$ cat src/rtl/mod5_pkg.sv
// Shared constants and the mod-5 step function for the serial residue scheduler.
package mod5_pkg;

    localparam int MOD = 5;

    typedef enum logic [1:0] {
        S_IDLE  = 2'd0,
        S_SHIFT = 2'd1,
        S_DONE  = 2'd2
    } state_t;

    localparam logic [2:0] R0 = 3'd0;
    localparam logic [2:0] R1 = 3'd1;
    localparam logic [2:0] R2 = 3'd2;
    localparam logic [2:0] R3 = 3'd3;
    localparam logic [2:0] R4 = 3'(MOD - 1);

    // r' = (2r + b) mod 5; the unused codes 5..7 recover to R0
    function automatic logic [2:0] mod5_step(input logic [2:0] r, input logic b);
        logic [2:0] nxt;
        case (r)
            R0:      nxt = b ? R1 : R0;
            R1:      nxt = b ? R3 : R2;
            R2:      nxt = b ? R0 : R4;
            R3:      nxt = b ? R2 : R1;
            R4:      nxt = b ? R4 : R3;
            default: nxt = R0;
        endcase
        return nxt;
    endfunction

endpackage

$ cat src/rtl/mod5_residue_core.sv
// Bit-serial MSB-first mod-5 Moore engine with synchronous clear and enable.
module mod5_residue_core
    import mod5_pkg::*;
(
    input  logic       clk,
    input  logic       reset,
    input  logic       clr,
    input  logic       en,
    input  logic       bit_in,
    output logic [2:0] rem
);

    always_ff @(posedge clk or negedge reset) begin
        if (!reset) begin
            rem <= R0;
        end else if (clr) begin
            rem <= R0;
        end else if (en) begin
            rem <= mod5_step(rem, bit_in);
        end
    end

endmodule

$ cat src/rtl/mod5_serial_sched.sv
// Round-robin sharing of one serial mod-5 engine between two word requesters.
//
//   state   | meaning
//   --------+----------------------------------------------------------
//   S_IDLE  | engine free; requests arbitrated and captured on this edge
//   S_SHIFT | shifting the captured word MSB-first through the engine
//   S_DONE  | one cycle, res_valid high, result registers updated
module mod5_serial_sched
    import mod5_pkg::*;
#(
    parameter int WIDTH = 8,
    parameter int CNT_W = 5
) (
    input  logic             clk,
    input  logic             reset,
    input  logic             req0,
    input  logic [WIDTH-1:0] data0,
    input  logic             req1,
    input  logic [WIDTH-1:0] data1,
    output logic             ack0,
    output logic             ack1,
    output logic             busy,
    output logic             res_valid,
    output logic             res_id,
    output logic [2:0]       residue
);

    state_t           state;
    state_t           state_nxt;
    logic [WIDTH-1:0] shift_reg;
    logic [CNT_W-1:0] count;
    logic             rr_last;
    logic             res_id_pending;
    logic             grant_any;
    logic             grant_id;
    logic             last_bit;
    logic             first_shift;
    logic [2:0]       rem;

    // On a tie the requester that did not win last time is granted
    always_comb begin
        grant_any = req0 | req1;
        if (req0 && req1) begin
            grant_id = ~rr_last;
        end else begin
            grant_id = req1;
        end
    end

    assign last_bit    = (count == CNT_W'(1));
    assign first_shift = (count == CNT_W'(WIDTH));

    always_ff @(posedge clk or negedge reset) begin
        if (!reset) begin
            state <= S_IDLE;
        end else begin
            state <= state_nxt;
        end
    end

    always_comb begin
        state_nxt = state;
        case (state)
            S_IDLE:  if (grant_any) state_nxt = S_SHIFT;
            S_SHIFT: if (last_bit)  state_nxt = S_DONE;
            S_DONE:  state_nxt = S_IDLE;
            default: state_nxt = S_IDLE;
        endcase
    end

    // ack is a Moore pulse during the first SHIFT cycle, i.e. right after capture
    always_comb begin
        busy      = 1'b0;
        res_valid = 1'b0;
        ack0      = 1'b0;
        ack1      = 1'b0;
        case (state)
            S_SHIFT: begin
                busy = 1'b1;
                if (first_shift) begin
                    ack0 = ~res_id_pending;
                    ack1 = res_id_pending;
                end
            end
            S_DONE: begin
                busy      = 1'b1;
                res_valid = 1'b1;
            end
            default: ;
        endcase
    end

    always_ff @(posedge clk or negedge reset) begin
        if (!reset) begin
            shift_reg      <= '0;
            count          <= '0;
            rr_last        <= 1'b1;
            res_id_pending <= 1'b0;
            res_id         <= 1'b0;
            residue        <= R0;
        end else begin
            case (state)
                S_IDLE: begin
                    if (grant_any) begin
                        shift_reg      <= grant_id ? data1 : data0;
                        count          <= CNT_W'(WIDTH);
                        rr_last        <= grant_id;
                        res_id_pending <= grant_id;
                    end
                end
                S_SHIFT: begin
                    shift_reg <= {shift_reg[WIDTH-2:0], 1'b0};
                    count     <= count - CNT_W'(1);
                    if (last_bit) begin
                        residue <= mod5_step(rem, shift_reg[WIDTH-1]);
                        res_id  <= res_id_pending;
                    end
                end
                default: ;
            endcase
        end
    end

    mod5_residue_core u_core (
        .clk    (clk),
        .reset  (reset),
        .clr    (state == S_IDLE),
        .en     (state == S_SHIFT),
        .bit_in (shift_reg[WIDTH-1]),
        .rem    (rem)
    );

endmodule

$ cat config.mk
export PLATFORM = sky130hd
export DESIGN_NAME = mod5_serial_sched
export DESIGN_NICKNAME = d
export VERILOG_FILES = /design/src/rtl/mod5_pkg.sv /design/src/rtl/mod5_residue_core.sv /design/src/rtl/mod5_serial_sched.sv
export SDC_FILE = /design/constraint.sdc
export NUM_CORES = 1
export LEC_CHECK = 0
export ABC_AREA = 1
export CAP_MARGIN = 20
export CORE_MARGIN = 2
export CORE_UTILIZATION = 50
export CTS_BUF_LIST = sky130_fd_sc_hd__clkbuf_8
export DETAILED_ROUTE_END_ITERATION = 10
export GPL_TIMING_DRIVEN = 1
export PLACE_DENSITY_LB_ADDON = 0.12
export SLEW_MARGIN = 20
export SYNTH_ARGS = -nofsm -noshare
export SYNTH_HDL_FRONTEND = slang
export SYNTH_HIERARCHICAL = 1
export SYNTH_SLANG_ARGS = --single-unit
$ cat constraint.sdc
create_clock -name clk -period 3.1 [get_ports clk]
set_input_delay 0.31 -clock clk [delete_from_list [all_inputs] [get_ports clk]]
set_output_delay 0.31 -clock clk [all_outputs]
set_load 0.05 [all_outputs]
==> metrics.md, run 1 <==
| Metric | Value |
|---|---|
| Largest net degree at the start of global routing | `25` |
| Switch Pwr | `0.000837 W` |
| Final setup vio count | `0` |
| Post-synthesis area per instance | `6.98 sq um` |
| Filler Cells Inserted | `240` |
| Boundary Pins | `28` |
| Commonest non-fill, non-tap cells in the layout | `81 x nand2_1, 28 x nand3_1, 27 x clkdlybuf4s50_1` |
| Die Area | `3430 sq um` |
| Initial antenna violation count | `0` |
| Vias per inst | `5.11` |
| HP Class | `input port to asynchronous set/reset pin` |
| Commonest non-fill, non-tap cell in the layout | `nand2_1` |
| Starting Density | `0.535` |
| Compound-Gate Fraction of Synth Area | `0.0547` |
| Xor and xnor area share after synthesis | `0` |
| Clk root buf | `clkbuf_8` |
| Antenna-violating nets left | `0` |
| Die width | `58.5 microns` |
| Max-slew headroom | `0.579` |
| Leak | `0.927 nW` |
| Final nets | `268` |
| R2R Setup Slk | `1240 ps` |
| ANT cells | `0` |
| Router iterations before antenna repair | `4` |
| Total CTS buffers | `3` |
| Sequential fraction of the synthesis area | `0.405` |
| Largest register FFs | `8` |
| First-pass GRT wire length | `5710 microns` |
| Total number of vias | `1,389` |
| MaxCap Viol Count | `0` |
| Status | `finished clean` |
| Critical Path AT | `2470 ps` |
| Max Slew Vio Count | `0` |
| Post-synth cell types | `23` |
| Endpoints failing hold | `0` |
| Required @ worst endpoint | `2790 ps` |
| Fmax | `360 MHz` |
| Postcts setup bufs | `0` |
| RD Place Congestion | `0.824` |
| Largest fanout on the critical path | `17` |
| Worst R2R Path Depth | `7` |
| Layout cells sized above 1 | `0.0664` |
| Final period utilization | `0.896` |
| CTS H-tree depth | `1` |
| Layout Utilization | `0.662` |
| Adder-Cell Fraction of Synth Area | `0.0505` |
| Core box area | `2780 sq um` |
| Register area | `602 sq um` |
| Multi-input gate area | `772 sq um` |
| Post-synthesis cell count | `213` |
| Clk pwr share | `0.151` |
| # hold bufs at CTS | `0` |
| Iteration-0 DRC Markers | `73` |
| Total grt overflow | `0` |
| DRT Wirelength | `3150 microns` |
| Row cnt | `19` |
| Post-Synth Simple-Gate Area | `0.414` |
| Area delta synth->final | `23.7%` |
| Post-synthesis cell area | `1490 sq um` |
| Final instance area | `1840 sq um` |
| Crit path kind | `register to output pin` |
| Worst skew pair latency | `270 ps` |
| Power Internal | `0.000951 W` |
| Total track usage | `0.212` |
| Resized Gates After CTS | `0` |
| #FFs+latches synth | `24` |
| Final WS setup | `322 ps` |
| Clk_skew | `7.86 ps` |
| Synth warnings | `6` |
| CP startpoint kind | `register` |
| Port Buffers | `27` |
| RSZ-0062 raised after global routing | `false` |
| Die height | `58.5 microns` |
| Clk buf depth | `2` |
| Cell Area, Placed | `1770 sq um` |
| Final TNS setup | `0 ps` |
| Routed len/inst | `11.6 microns` |
| Tmin final | `2780 ps` |
| DRC violations left | `0` |
| Slew @ Worst Pin | `631 ps` |
| Pwr per Cell Area | `971 nW/um^2` |
| Vias in the first global route | `1,317` |
| CP endpoint kind | `output pin` |
| Max VDD drop | `0.000860 V` |
| Post-DP HPWL | `2450 microns` |
| Syn_nets | `239` |
| Clock sinks | `24` |
| Sequential share of power | `0.318` |
| Mux share of post-synthesis cell area | `0` |
| Worst-path clk slew | `90 ps` |
| Switching share of power | `0.468` |
| Total power | `0.00179 W` |
| Combinational fraction of design power | `0.531` |
| Post-Place Setup Slack | `626 ps` |
| CTS tree | `yes` |
| Largest family of logic cells by synthesized area | `simple AND/OR/NAND/NOR gates` |
logic make-up (layout without fill, tap and decap cells):
logic type,count (synthesis),in the layout
simple gates,144,144
buf+inv,25,53
flops,24,24
compound gates,14,14
fa+ha+maj,6,6
critical path, cell delays in order (launching register included):
cell	delay, ps
dfrtp_1	410
inv_1	100
ha_1	420
inv_2	220
nor3_1	220
clkdlybuf4s50_1	820
layout make-up:
cell class | instances | area share
Tap cell | 31 | 0.0211
Clock inverter | 1 | 0.0163
Sequential cell | 24 | 0.327
Clock buffer | 3 | 0.0224
Inverter | 21 | 0.0428
Timing Repair Buffer | 28 | 0.151
Multi-Input combinational cell | 164 | 0.419
final timing paths:
check,to,start
worst max register to register,count[4],state[1]
min in group clk,rr_last,rr_last
worst min-delay path,shift_reg[3],reset
worst min register to register,rr_last,rr_last
max in group asynchronous,rr_last,reset
worst max-delay path,ack0,state[1]
stage by stage:
step / hold slack (ps) / std cells
2_1_floorplan: 14.4 / 213
3_3_place_gp: 462 / 268
3_5_place_dp: 464 / 268
4_1_cts: 400 / 272
5_1_grt: 416 / 272
6_report: 386 / 272
power groups by stage:
stage / Clock [W] / Combinational, W / Sequential, W
after floorplan: 0 / 0.000694 / 0.000603
after global placement: 0 / 0.000933 / 0.000571
after detailed placement: 0 / 0.000949 / 0.000575
after CTS: 0.000274 / 0.000953 / 0.000569
after global routing: 0.000284 / 0.00108 / 0.000591
final: 0.000270 / 0.000949 / 0.000569
Yosys cell counts (all sizes together):
library cell / count / area, sq um
nor2: 23 / 93.8
nand3: 29 / 150
or2: 3 / 18.8
nor3: 2 / 10.0
nand4: 3 / 18.8
nand2: 83 / 317
o21ai: 12 / 67.6
dfstp: 1 / 26.3
ha: 6 / 75.1
dfrtp: 23 / 576
inv: 21 / 78.8
buf: 4 / 35.0
o21a: 1 / 7.51
o22ai: 1 / 6.26
nand3b: 1 / 7.51
routing by layer:
layer / part of all wire / track usage / up-vias
met4: 0.0032 / 0.0299 / 0
met5: 0 / 0 / -
met3: 0.034 / 0.0264 / 2
met2: 0.48 / 0.363 / 27
li1: - / - / 732
met1: 0.48 / 0.294 / 628
(Power assumes the default switching activity.)
==> run 2, diff against run 1 <==
--- a/config.mk
+++ b/config.mk
@@ -5,7 +5,7 @@
 export SDC_FILE = /design/constraint.sdc
 export NUM_CORES = 1
 export LEC_CHECK = 0
-export ABC_AREA = 1
+export ABC_AREA = 0
 export CAP_MARGIN = 20
 export CORE_MARGIN = 2
 export CORE_UTILIZATION = 50
==> metrics.md, run 2 <==
| Metric | Value |
|---|---|
| Synth warnings | `6 (unchanged)` |
| Layout cells sized above 1 | `0.116 (was 0.0664)` |
| Largest register FFs | `8 (unchanged)` |
| Commonest non-fill, non-tap cell in the layout | `clkdlybuf4s50_1 (was nand2_1)` |
| Pwr per Cell Area | `957 nW/um^2 (was 971 nW/um^2)` |
| Final nets | `200 (was 268)` |
| Slew @ Worst Pin | `886 ps (was 631 ps)` |
| Worst skew pair latency | `270 ps (about the same)` |
| Post-synthesis cell count | `145 (was 213)` |
| Total track usage | `0.195 (was 0.212)` |
| Critical Path AT | `1950 ps (was 2470 ps)` |
| Top cells by area, synth | `dfrtp_1 40%, mux2i_1 5.5%, ha_1 5.2%, o21ai_0 4.8%, nand3b_1 4.7% (was dfrtp_1 39%, nand2_1 20%, nand3_1 9.4%, nor2_1 5.6%, ha_1 5.0%)` |
| Commonest non-fill, non-tap cells in the layout | `24 x clkdlybuf4s50_1, 23 x dfrtp_1, 14 x o21ai_0 (was 81 x nand2_1, 28 x nand3_1, 27 x clkdlybuf4s50_1)` |
| DRC violations left | `0 (unchanged)` |
| Max-slew headroom | `0.407 (was 0.579)` |
| Cell count after placement | `200 (was 268)` |
| Post-synthesis area per instance | `9.97 sq um (was 6.98 sq um)` |
| Iteration-0 DRC Markers | `37 (was 73)` |
| Total number of vias | `1,183 (was 1,389)` |
| #FFs+latches synth | `24 (unchanged)` |
| Die Area | `3340 sq um (was 3430 sq um)` |
| Final period utilization | `0.731 (was 0.896)` |
| Crit path kind | `register to output pin (unchanged)` |
| Most frequent cells after synthesis | `23 x dfrtp_1, 14 x o21ai_0, 9 x a21oi_1, 9 x nand3b_1, 8 x mux2i_1 (was 81 x nand2_1, 28 x nand3_1, 23 x dfrtp_1, 22 x nor2_1, 19 x inv_1)` |
| Clk buf depth | `2 (unchanged)` |
| Max Slew Vio Count | `0 (unchanged)` |
| Antenna-violating nets left | `0 (unchanged)` |
| Router iterations before antenna repair | `4 (unchanged)` |
| # hold bufs at CTS | `0 (unchanged)` |
| Row cnt | `19 (unchanged)` |
| Starting Density | `0.524 (was 0.535)` |
| Leak | `0.754 nW (was 0.927 nW)` |
| Worst-path clk slew | `80 ps (was 90 ps)` |
| Status | `finished clean (unchanged)` |
| Port Buffers | `27 (unchanged)` |
| Largest fanout on the critical path | `5 (was 17)` |
| Endpoints failing hold | `0 (unchanged)` |
| CTS H-tree depth | `1 (unchanged)` |
| Most frequent cell after synthesis | `dfrtp_1 (was nand2_1)` |
| ANT cells | `0 (unchanged)` |
| Die width | `57.8 microns (was 58.5 microns)` |
| HP Class | `input port to asynchronous set/reset pin (unchanged)` |
| CP endpoint kind | `output pin (unchanged)` |
| Die height | `57.8 microns (was 58.5 microns)` |
| Required @ worst endpoint | `2790 ps (about the same)` |
| CTS tree | `yes (unchanged)` |
| Post-synth cell types | `39 (was 23)` |
| Async S/R FF share, synth | `1.00 (unchanged)` |
| Area leader, netlist | `dfrtp_1 (unchanged)` |
| Total CTS buffers | `3 (unchanged)` |
| Non-Filler Instances | `204 (was 272)` |
| Max VDD drop | `0.000689 V (was 0.000860 V)` |
| Clock sinks | `24 (unchanged)` |
| Sequential fraction of the synthesis area | `0.416 (was 0.405)` |
| Syn_nets | `171 (was 239)` |
| Routed len/inst | `14.4 microns (was 11.6 microns)` |
| Clk_skew | `4.97 ps (was 7.86 ps)` |
| RD Place Congestion | `0.744 (was 0.824)` |
| Postcts setup bufs | `0 (unchanged)` |
| Total grt overflow | `0 (unchanged)` |
| Area delta synth->final | `24.1% (was 23.7%)` |
| First-pass GRT wire length | `5220 microns (was 5710 microns)` |
| Post-synth EDFFs | `0 (unchanged)` |
| CP startpoint kind | `register (unchanged)` |
| Boundary Pins | `28 (unchanged)` |
| MaxCap Viol Count | `0 (unchanged)` |
| Vias in the first global route | `1,166 (was 1,317)` |
| Clk root buf | `clkbuf_8 (unchanged)` |
| Synth top area share | `0.398 (was 0.387)` |
| Largest net degree at the start of global routing | `26 (was 25)` |
| Vias per inst | `5.80 (was 5.11)` |
| DRT Wirelength | `2940 microns (was 3150 microns)` |
| Worst R2R Path Depth | `5 (was 7)` |
| Post-DP HPWL | `2120 microns (was 2450 microns)` |
| Main synth FF type | `dfrtp_1 (unchanged)` |
| Initial antenna violation count | `0 (unchanged)` |
| Resized Gates After CTS | `0 (unchanged)` |
| Final setup vio count | `0 (unchanged)` |
| Fmax | `442 MHz (was 360 MHz)` |
| Core box area | `2760 sq um (was 2780 sq um)` |
| Tmin final | `2260 ps (was 2780 ps)` |
| Post-synthesis cell area | `1450 sq um (was 1490 sq um)` |
| Final TNS setup | `0 ps (unchanged)` |
| RSZ-0062 raised after global routing | `false (unchanged)` |
==> run 2: cell count changes after synthesis, sizes merged, moves of 10 or more <==
cell and change:
nand3 -27, nor2 -16, nand2 -78, a21oi +10, inv -14
==> run 2: cell type report <==
| class | instances | area, sq um |
|---|---|---|
| Clock buffer | 4 | 55.1 |
| Fill cell | 236 | 965 |
| Inverter | 7 | 26.3 |
| Multi-Input combinational cell | 109 | 796 |
| Sequential cell | 24 | 602 |
| Tap cell | 31 | 38.8 |
| Timing Repair Buffer | 29 | 275 |
==> run 2: path summary, 6_finish.rpt <==
| check | from | end | slack (ps) |
|---|---|---|---|
| max | state[1] | ack1 | 840 |
| min | reset | residue[0] | 10 |
| max reg2reg | state[0] | count[4] | 890 |
| min reg2reg | shift_reg[0] | shift_reg[0] | 520 |
| max in group asynchronous | reset | rr_last | 2560 |
| min in group clk | shift_reg[0] | shift_reg[0] | 520 |
==> run 2: per-layer routing <==
metal  routed length [microns]  global-route usage
met5                         0                   0
met1                      1420               0.266
met2                      1420               0.326
met3                       106              0.0469
met4                         0              0.0199
==> run 2: where the power goes <==
part	switching, W	internal (W)
combinational	0.000529	0.000383
sequential	0.000138	0.000455
clock	0.0000980	0.000113
total	0.000764	0.000952
==> run 2: critical path: stages, from the launching register on <==
cell and delay [ps]:
dfrtp_1 410, inv_1 110, ha_1 250, nor3b_1 440, nand3_1 160, nor2_1 120, buf_4 200
==> run 2: cell families (layout without fill, tap and decap cells) <==
kind of cell	after synthesis	count (layout)	share of synthesized area
flops	24	24	0.416
buf+inv	12	40	0.0329
mux	13	13	0.0944
compound gates	46	46	0.204
simple gates	44	44	0.200
fa+ha+maj	6	6	0.0519
==> run 2: metrics by stage <==
step	setup WS (ps)	total power (W)	utilization	area, sq um	hold slack [ps]
final	835	0.00172	0.650	1790	14.0
after global routing	685	0.00187	0.650	1790	49.1
after CTS	820	0.00173	0.652	1800	519
after detailed placement	912	0.00151	0.632	1740	499
after global placement	1040	0.00147	0.632	1740	489
after floorplan	868	0.00126	-	1450	14.4
==> run 3, diff against run 2 <==
==> constraint.sdc (replaced) <==
create_clock -name clk -period 2.3 [get_ports clk]
set_input_delay 0.23 -clock clk [delete_from_list [all_inputs] [get_ports clk]]
set_output_delay 0.23 -clock clk [all_outputs]
set_load 0.05 [all_outputs]
==> metrics.md, run 3 (same netlist as run 2, synthesis figures left out) <==
| Metric | Value |
|---|---|
| Status | `finished clean (unchanged)` |
| Boundary Pins | `28 (unchanged)` |
| Total track usage | `0.201 (was 0.195)` |
| Filler Cells Inserted | `226 (was 236)` |
| Final nets | `202 (was 200)` |
| ANT cells | `0 (unchanged)` |
| Core box area | `2760 sq um (unchanged)` |
| Register area | `602 sq um (unchanged)` |
| Fmax | `471 MHz` |
| RSZ-0062 raised after global routing | `false (unchanged)` |
| Worst skew pair latency | `270 ps (about the same)` |
| Final TNS setup | `0 ps (unchanged)` |
| Vias in the first global route | `1,150 (was 1,166)` |
| Max-slew headroom | `0.657 (was 0.407)` |
| Largest register FFs | `8 (unchanged)` |
| Slew @ Worst Pin | `514 ps (was 886 ps)` |
| Die Area | `3340 sq um (unchanged)` |
| Tmin final | `2130 ps` |
| Multi-input gate area | `796 sq um (unchanged)` |
| DRC violations left | `0 (unchanged)` |
| Critical Path AT | `1900 ps (was 1950 ps)` |
| Area delta synth->final | `27.2% (was 24.1%)` |
| Layout cells sized above 1 | `0.120 (was 0.116)` |
| Leak | `0.770 nW (was 0.754 nW)` |
| Cell count after placement | `202 (was 200)` |
| Commonest non-fill, non-tap cell in the layout | `clkdlybuf4s50_1 (unchanged)` |
| Final period utilization | `0.924` |
| CP endpoint kind | `output pin (unchanged)` |
| MaxCap Viol Count | `0 (unchanged)` |
| Port Buffers | `27 (unchanged)` |
| Routed len/inst | `14.8 microns (was 14.4 microns)` |
| Resized Gates After CTS | `0 (unchanged)` |
| Postcts setup bufs | `0 (unchanged)` |
| HP Class | `input port to asynchronous set/reset pin (unchanged)` |
| First-pass GRT wire length | `5240 microns (was 5220 microns)` |
| Initial antenna violation count | `0 (unchanged)` |
| CTS tree | `yes (unchanged)` |
| Largest net degree at the start of global routing | `23 (was 26)` |
| Post-DP HPWL | `2230 microns (was 2120 microns)` |
| Max VDD drop | `0.00108 V (was 0.000689 V)` |
| Pwr per Cell Area | `1290 nW/um^2 (was 957 nW/um^2)` |
| Starting Density | `0.524 (unchanged)` |
| Max Slew Vio Count | `0 (unchanged)` |
| Vias per inst | `5.90 (was 5.80)` |
| Die height | `57.8 microns (unchanged)` |
| Total number of vias | `1,216 (was 1,183)` |
| Clk_skew | `2.04 ps (was 4.97 ps)` |
| Iteration-0 DRC Markers | `33 (was 37)` |
| Die width | `57.8 microns (unchanged)` |
| RD Place Congestion | `0.785 (was 0.744)` |
| Crit path kind | `register to output pin (unchanged)` |
| Antenna-violating nets left | `0 (unchanged)` |
| DRT Wirelength | `3050 microns (was 2940 microns)` |
| Final Hold Slack | `297 ps (was 14.0 ps)` |
| Endpoints failing hold | `0 (unchanged)` |
| Non-Filler Instances | `206 (was 204)` |
| Worst-path clk slew | `80 ps (about the same)` |
| Clk root buf | `clkbuf_8 (unchanged)` |
| # hold bufs at CTS | `0 (unchanged)` |
| Total grt overflow | `0 (unchanged)` |
| Clk buf depth | `2 (unchanged)` |
| Total CTS buffers | `3 (unchanged)` |
| Final setup vio count | `0 (unchanged)` |
| CP startpoint kind | `register (unchanged)` |
| Required @ worst endpoint | `2070 ps (was 2790 ps)` |
| Layout Utilization | `0.667 (was 0.650)` |
| CTS H-tree depth | `1 (unchanged)` |
| Largest fanout on the critical path | `4 (was 5)` |
| Router iterations before antenna repair | `4 (unchanged)` |
| Commonest non-fill, non-tap cells in the layout | `25 x clkdlybuf4s50_1, 23 x dfrtp_1, 14 x o21ai_0 (was 24 x clkdlybuf4s50_1, 23 x dfrtp_1, 14 x o21ai_0)` |
| Row cnt | `19 (unchanged)` |
| Clock sinks | `24 (unchanged)` |
[run 3: cell types whose count changed in the layout (fill, tap and decap cells not counted), sizes merged]
| cell | change |
|---|---|
| buf | +1 |
| clkdlybuf4s50 | +1 |
[run 3: area by class of cell]
class | instances | area share
timing repair buffer | 31 | 0.174
clock buffer | 4 | 0.0300
inverter | 7 | 0.0143
tap | 31 | 0.0211
sequential | 24 | 0.327
multi-input combinational | 109 | 0.433
[run 3: final timing paths]
check / start / slack, ps / cells past startpoint / endpoint
worst min-delay path: reset / 300 / 1 / u_core/rem[2]
max in group asynchronous: reset / 1430 / 2 / count[4]
worst max-delay path: state[1] / 170 / 6 / ack0
worst min register to register: residue[2] / 520 / 1 / residue[2]
worst max register to register: state[0] / 370 / 6 / count[2]
min in group clk: residue[2] / 520 / 1 / residue[2]
[run 3: per-layer routing]
layer	GRT usage	vias up	share of wire
li1	-	598	-
met1	0.267	585	0.47
met2	0.328	28	0.48
met3	0.0469	5	0.036
met4	0.0598	0	0.011
met5	0	-	0
[run 3: metrics by stage]
step / area, sq um / power (W) / setup slack, ps
2_1_floorplan: 1450 / 0.00169 / 148
3_3_place_gp: 1780 / 0.00202 / 483
3_5_place_dp: 1780 / 0.00207 / 393
4_1_cts: 1840 / 0.00237 / 175
5_1_grt: 1840 / 0.00255 / 28.6
6_report: 1840 / 0.00236 / 175
[run 3: where the power goes]
part | switching, W | leakage, nW | internal (W)
logic | 0.000724 | 0.436 | 0.000549
registers | 0.000188 | 0.305 | 0.000614
clock network | 0.000135 | 0.0288 | 0.000153
[run 3: worst max-delay path, stage by stage (launching register included)]
cell	delay, ps
dfrtp_1	400
inv_1	110
ha_1	190
nor3b_1	410
nand3_1	150
nor2_1	200
buf_12	170
